File: src/rtl/ram_readout_seq.sv
// Streams count consecutive words out of a synchronous RAM onto a valid/ready port.
// Reads are credit-limited so the FWFT output buffer can never overflow.
module ram_readout_seq #(
  parameter int DATA_W     = 24,
  parameter int ADDR_W     = 9,
  parameter int FIFO_DEPTH = 4
) (
  input  logic              clk,
  input  logic              RE,
  input  logic              start,
  input  logic [ADDR_W-1:0] base_addr,
  input  logic [ADDR_W:0]   count,
  output logic              busy,
  output logic              done,
  output logic              ram_e,
  output logic              ram_r,
  output logic              ram_w,
  output logic [ADDR_W-1:0] ram_addr,
  input  logic [DATA_W-1:0] ram_o,
  output logic [DATA_W-1:0] dout,
  output logic              dout_valid,
  input  logic              dout_ready
);
  localparam int PTR_W = (FIFO_DEPTH > 1) ? $clog2(FIFO_DEPTH) : 1;
  localparam int OCC_W = PTR_W + 1;
  localparam int CNT_W = ADDR_W + 1;
  localparam logic [CNT_W-1:0] MAX_CNT = CNT_W'(2 ** ADDR_W);
  localparam logic [OCC_W:0]   DEPTH_C = (OCC_W + 1)'(FIFO_DEPTH);

  typedef enum logic [1:0] {IDLE, READ, DRAIN} state_e;

  state_e            state_q, state_d;
  logic [ADDR_W-1:0] next_addr_q, next_addr_d;
  logic [ADDR_W-1:0] ram_addr_q, ram_addr_d;
  logic [CNT_W-1:0]  count_q, count_d;
  logic [CNT_W-1:0]  issued_q, issued_d;
  logic [CNT_W-1:0]  accepted_q, accepted_d;
  // [0]: read presented to the RAM this cycle, [1]: its data is on ram_o this cycle
  logic [1:0]        vld_pipe_q, vld_pipe_d;
  logic              done_q, done_d;
  logic [PTR_W-1:0]  wr_ptr_q, wr_ptr_d, rd_ptr_q, rd_ptr_d;
  logic [OCC_W-1:0]  occ_q, occ_d;
  logic [DATA_W-1:0] mem_q [FIFO_DEPTH];

  logic             push, pop, issue;
  logic [OCC_W:0]   credit_used;

  assign push        = vld_pipe_q[1];
  assign pop         = (occ_q != '0) && dout_ready;
  // Both pipeline slots already own a FIFO entry, so they count against the credit.
  assign credit_used = {1'b0, occ_q} + (OCC_W + 1)'(vld_pipe_q[0]) + (OCC_W + 1)'(vld_pipe_q[1]);
  assign issue       = (state_q == READ) && (issued_q != count_q) && (credit_used < DEPTH_C);

  always_comb begin
    state_d     = state_q;
    next_addr_d = next_addr_q;
    ram_addr_d  = ram_addr_q;
    count_d     = count_q;
    issued_d    = issued_q;
    accepted_d  = accepted_q;
    vld_pipe_d  = {vld_pipe_q[0], issue};
    done_d      = 1'b0;
    wr_ptr_d    = wr_ptr_q;
    rd_ptr_d    = rd_ptr_q;
    occ_d       = occ_q + OCC_W'(push) - OCC_W'(pop);

    if (issue) begin
      ram_addr_d  = next_addr_q;
      next_addr_d = next_addr_q + 1'b1;
      issued_d    = issued_q + 1'b1;
    end
    if (push) wr_ptr_d = wr_ptr_q + 1'b1;
    if (pop) begin
      rd_ptr_d   = rd_ptr_q + 1'b1;
      accepted_d = accepted_q + 1'b1;
    end

    unique case (state_q)
      IDLE: begin
        if (start) begin
          if (count == '0) begin
            done_d = 1'b1;
          end else begin
            count_d     = (count > MAX_CNT) ? MAX_CNT : count;
            next_addr_d = base_addr;
            issued_d    = '0;
            accepted_d  = '0;
            state_d     = READ;
          end
        end
      end
      READ:  if (issued_d == count_q) state_d = DRAIN;
      DRAIN: begin
        if (accepted_d == count_q) begin
          done_d  = 1'b1;
          state_d = IDLE;
        end
      end
      default: state_d = IDLE;
    endcase
  end

  always_ff @(posedge clk) begin
    if (RE) begin
      state_q     <= IDLE;
      next_addr_q <= '0;
      ram_addr_q  <= '0;
      count_q     <= '0;
      issued_q    <= '0;
      accepted_q  <= '0;
      vld_pipe_q  <= '0;
      done_q      <= 1'b0;
      wr_ptr_q    <= '0;
      rd_ptr_q    <= '0;
      occ_q       <= '0;
    end else begin
      state_q     <= state_d;
      next_addr_q <= next_addr_d;
      ram_addr_q  <= ram_addr_d;
      count_q     <= count_d;
      issued_q    <= issued_d;
      accepted_q  <= accepted_d;
      vld_pipe_q  <= vld_pipe_d;
      done_q      <= done_d;
      wr_ptr_q    <= wr_ptr_d;
      rd_ptr_q    <= rd_ptr_d;
      occ_q       <= occ_d;
    end
  end

  // Storage needs no reset; an empty buffer is masked on dout.
  always_ff @(posedge clk) begin
    if (push) mem_q[wr_ptr_q] <= ram_o;
  end

  assign busy       = (state_q != IDLE);
  assign done       = done_q;
  assign ram_e      = vld_pipe_q[0];
  assign ram_r      = vld_pipe_q[0];
  assign ram_w      = 1'b0;
  assign ram_addr   = ram_addr_q;
  assign dout_valid = (occ_q != '0);
  assign dout       = dout_valid ? mem_q[rd_ptr_q] : '0;
endmodule

File: config.mk
export PLATFORM = sky130hd
export DESIGN_NAME = ram_readout_seq
export DESIGN_NICKNAME = d
export VERILOG_FILES = /design/src/rtl/ram_readout_seq.sv
export SDC_FILE = /design/constraint.sdc
export NUM_CORES = 1
export LEC_CHECK = 0
export CORE_ASPECT_RATIO = 1.75
export CORE_MARGIN = 1.5
export CORE_UTILIZATION = 40
export DETAILED_ROUTE_END_ITERATION = 10
export GPL_TIMING_DRIVEN = 0
export SYNTH_ARGS = -nofsm -noshare
export SYNTH_HDL_FRONTEND = slang
export SYNTH_SLANG_ARGS = --single-unit
File: constraint.sdc
create_clock -name clk -period 3.4 [get_ports clk]
set_input_delay 0.68 -clock clk [delete_from_list [all_inputs] [get_ports clk]]
set_output_delay 0.68 -clock clk [all_outputs]
set_load 0.005 [all_outputs]
After elaboration in Yosys (flattened, before gate mapping) --
Memory sizes are Yosys's and may differ from the RTL's. A register that Yosys moved wholly into a read port is not among the register bits. Cells that the tools add are included. Widths: inputs -> output; s select.
Operators by class: reductions and logical operators 9, multiplexer cells 27, div/mod/pow operators 0, bitwise operators 1, magnitude comparators 2, add/sub/neg operators 9, equal/unequal tests 9, shift operators 0, multipliers 0
Operator list (count):
- $mux 10 | 9
- $mux 9 | 4
- $mux 24 | 1
- $add 10x1->10 const B | 2
- $eq 10x10->1 | 2
- $mux 2 | 6
- $gt 10x10->1 const B | 1
- $logic_not 10->1 | 1
- $ne 10x10->1 | 1
- $add 9x1->9 const B | 1
- $ne 2x2->1 const B | 3
- $pmux 2 s3 | 1
- $mux 1 | 5
- $add 2x1->2 const B | 2
- $add 3x1->4 | 1
- $add 4x1->4 | 1
- $lt 4x3->1 const B | 1
- $reduce_and 4->1 | 1
- $add 3x1->3 | 1
- $logic_and 1x1->1 | 3
- $reduce_and 3->1 | 1
- $reduce_bool 3->1 | 1
- $sub 3x1->3 | 1
- $eq 2x1->1 const B | 1
- other kinds (6) | 6
Word-level totals: bits in read-only memories 0, memories 1, output and inout port bits 39, latch bits 0, register bits after elaboration 60, word-level logic and storage cells 69, input bits 47, RAM bits 96
Memories:
- mem_q | words 4, width 24, rd ports 1, clocked after memory_dff 1, wr ports 1, RTL line 43 | logic [DATA_W-1:0] mem_q [FIFO_DEPTH];

Depth between registers and ports, before layout --
depth in word-level cells 8, gate-level depth with buffers 10

Worst setup path after synthesis --
No wires, ideal clock.
path type input port to flip-flop, start in dout_ready, end reg occ_q[2], arrival 2211 ps, stages 10, data required time 3272 ps, library setup time 128 ps, path slack 1061 ps, path through o31ai_1 > buf_2 > clkinv_1 > ha_1 > inv_1 > ha_1 > inv_1 > fa_1 > xnor2_1 > nor2_1
On the way: cells in the longest elaborated chain, start to end 2
Ends and longest elaborated chain:
- start, declared | RTL line 22 | input logic dout_ready
- $logic_and 1x1->1 | RTL line 49 | assign pop = (occ_q != '0) && dout_ready;
- via pop | RTL line 45 | logic push, pop, issue;
- $sub 3x1->3 | RTL line 65 | occ_d = occ_q + OCC_W'(push) - OCC_W'(pop);
- end signal, assigned | RTL line 115 | occ_q <= '0;
- end signal, assigned | RTL line 127 | occ_q <= occ_d;
- end, declared | RTL line 42 | logic [OCC_W-1:0] occ_q, occ_d;
The timed path passes the listed nets, and every way through them passes these cells. A chain may end at the register's enable or synchronous reset.

==> flow_summary.toml <==
[status]
status = "finished clean"

[synth]
synth_top_cell_by_area = "edfxtp_1"
synth_top_area_share_pct = 41.30
synth-warning-count = 0
yosys_most_used_dff = "edfxtp_1"
ys_seq_area_share_pct = 59.08
syn_avg_cell_area_um2 = 12.93
ys_top_cells_by_area = "edfxtp_1, dfxtp_1, mux4_2"
synth_edf_count = 96
synth_area_um2 = 6980
synth_async_sr_flop_share_pct = 0
synth_nets = 599
ys_types = 64
synth_cells = 540
ys_seq_elements = 158

[power]
p_clk_share_pct = 34.9
irDropWorstVdd_mv = 0.3168
pwr-share-seq_pct = 39.1
p_int_w = 0.004177
p_switching_w = 0.001530
power_density_nw_per_um2 = 653.6
p_comb_share_pct = 25.9
leakage_nw = 2.952
swShare_pct = 26.81

[sta]
hold_viol_final = 0
slew_headroom_pct = 12.43
tightest_slew_ns = 1.314
fin_skew_ns = 0.008429
fmax_ghz = 0.3062
fin_crit_ns = 3.266
finalSetupTns_ns = 0
slew_viol_final = 0
fin_crit_sh_pct = 96.05
finalSetupViolCount = 0
whs_ns = 0.4544
rsz0062_at_grt = "no"

[route]
postRouteWirelength_um = 15070
ant_nets = 0
first_iter_violations = 111
drc_errors = 0
dr.pass1.iters = 4
post_drt_wl_per_cell_um = 17.08
vias = 4578
vias_per_cell = 5.190

[die]
io_pins = 86
coreArea_um2 = 17030
start_util_pct = 41.00
die_area_um2 = 18280
chipWidth_um = 102.9
row_count = 63
chipHeight_um = 177.8

[global_routing]
grt_pass1_vias = 4917
grtUsageTotal_pct = 17.63
grt_max_degree = 25
antenna_found_initial = 0
grt_overflow = 0
grt_pass1_wl_um = 24150

[clocking]
root_buffer = "clkbuf_16"
max-clock-path-buffers = 2
cts-htree-levels = 4
cts_tree = "yes"
cts_hold_buffers = 0
numClockSinks = 158
cts_buffers = 17
clock_latency_ns = 0.42
clk_pin_slew_ns = 0.06
cts_setup_buffers = 0
ctsResizeCount = 3

[layout]
insertedDiodeCount = 0
layout_common_cells = "edfxtp_1, clkdlybuf4s50_1, dfxtp_1, nor2_1, nand2_1"
area_growth_pct = 25.08
utilization_pct = 51.28
layout_commonest_cell = "edfxtp_1"
layout-drive-gt1-share_pct = 13.59
postLayoutCellArea_um2 = 8731
layoutNonFillerInstCount = 882
nNetsFinal = 701
nFillCells = 1526

[critical_path]
crit_buf_inv = 3
path_class = "register to output pin"
crit_path_start_kind = "register"
cp.arrival_ns = 2.59
max_stage_delay_ns = 0.57
path_max_fanout = 10
r2r_start = "vld_pipe_q[1]$_SDFF_PP0_"
end_kind = "output pin"
slowest_stage = "clkbuf_1"
cp.required_ns = 2.72
cp_top_family = "buffers and inverters"
cp_cell_sequence = "buf_1 -> clkbuf_1 -> mux4_2 -> nor2b_1 -> clkdlybuf4s50_1"
reg2reg_slack_ns = 0.79

[hold_path]
hold_start = "ram_addr[5]$_SDFFE_PP0N_"
hp-class = "register to register"

[placement]
gp_congestion = 0.8887
io_buffers = 84
place_area_um2 = 8105
place_inst = 851
dp_hpwl_um = 10790

[run]
drv_cap = 0
sequential cells by signal, summed over array words and instances, names as in the netlist, 2 cells and up, named ones only:
register     count
rd_ptr_q         2
issued_q        10
ram_addr         9
next_addr_q      9
occ_q            3
vld_pipe_q       2
mem_q           96
count_q         10
accepted_q      10
wr_ptr_q         2
state_q          2
cell usage after synthesis (2+ instances only):
master    count
edfxtp_1     96
dfxtp_1      62
nor2_1       47
nand2_1      35
nor2b_1      28
xnor2_1      28
xor2_1       25
mux4_2       24
a21oi_1      19
clkbuf_1     11
ha_1         11
inv_1        11
a211oi_1     10
nand3_1      10
nor3_1       10
nand4_1       9
buf_2         7
buf_4         7
a22o_1        6
and2_1        5
buf_1         5
nand2b_1      5
a31oi_1       4
nor3b_1       4
and3_1        3
mux2i_1       3
nor4_2        3
o211ai_1      3
o21ai_0       3
or2_2         3
or3_1         3
and3_2        2
and4_2        2
buf_6         2
nor3_2        2
nor4b_1       2
o31ai_1       2
xor3_1        2
through the flow:
stage | setup slack [ns] | power [W]
floorplan | 1.061 | 0.003092
global placement | 0.3265 | 0.003753
detailed placement | 0.2753 | 0.003775
CTS | 0.05909 | 0.005789
global route | 0.002997 | 0.006015
finish | 0.1344 | 0.005707
kinds of logic after synthesis:
kind of cell / Yosys count / share of synthesized area (%)
buffers and inverters: 44 / 3.083
other: 1 / 0.05372
and+or+nand+nor: 183 / 14.07
AOI/OAI and AO/OA: 60 / 5.951
muxes: 27 / 8.174
xor gates and xnor gates: 55 / 7.331
DFF: 158 / 59.08
adders and majority gates: 12 / 2.258
power groups by stage:
| stage | sequential (W) | clock, W | combinational [W] |
|---|---|---|---|
| finish | 0.00223 | 0.00199 | 0.00148 |
| floorplan | 0.00223 | 0 | 0.000867 |
| global route | 0.00225 | 0.00212 | 0.00165 |
| global placement | 0.00225 | 0 | 0.00150 |
| detailed placement | 0.00226 | 0 | 0.00152 |
| CTS | 0.00222 | 0.00204 | 0.00154 |
per-layer routing:
layer | part of all wire [%] | GRT usage (%) | up-vias | wire (um)
li1 | - | - | 2171 | -
met5 | 0 | 0 | - | 0
met2 | 54 | 32.56 | 135 | 8203
met1 | 37 | 17.80 | 2233 | 5552
met3 | 4.5 | 4.057 | 39 | 676
met4 | 4.2 | 9.516 | 0 | 632
path summary, 6_finish.rpt:
kind	endpoint	depth (start not counted)
hold / removal	ram_addr[5]$_SDFFE_PP0N_	2
hold reg to reg	ram_addr[5]$_SDFFE_PP0N_	2
setup / recovery	dout[11]	5
setup reg to reg	next_addr_q[4]$_SDFF_PP0_	9
worst register-to-register path: cells and delay by family, from the launching register on:
kind,cells,cell delay [ns]
AO/OA/AOI/OAI,3,0.71
XOR/XNOR,1,0.17
adder cells (fa/ha/maj),1,0.31
buffers and inverters,1,0.18
flip-flops,1,0.39
AND/OR/NAND/NOR,3,0.75
area by class of cell:
cell class / instances / area [um2] / area share, %
clock buffers: 19 / 432.9 / 4.958
clock inverters: 13 / 186.4 / 2.135
flip-flops and latches: 158 / 4124 / 47.23
repair buffers: 84 / 840.8 / 9.630
multi-input cells: 338 / 2646 / 30.31
plain buffers: 31 / 171.4 / 1.963
inverters: 12 / 45.04 / 0.5159
well taps: 227 / 284.0 / 3.253
(Power assumes the default switching activity.)
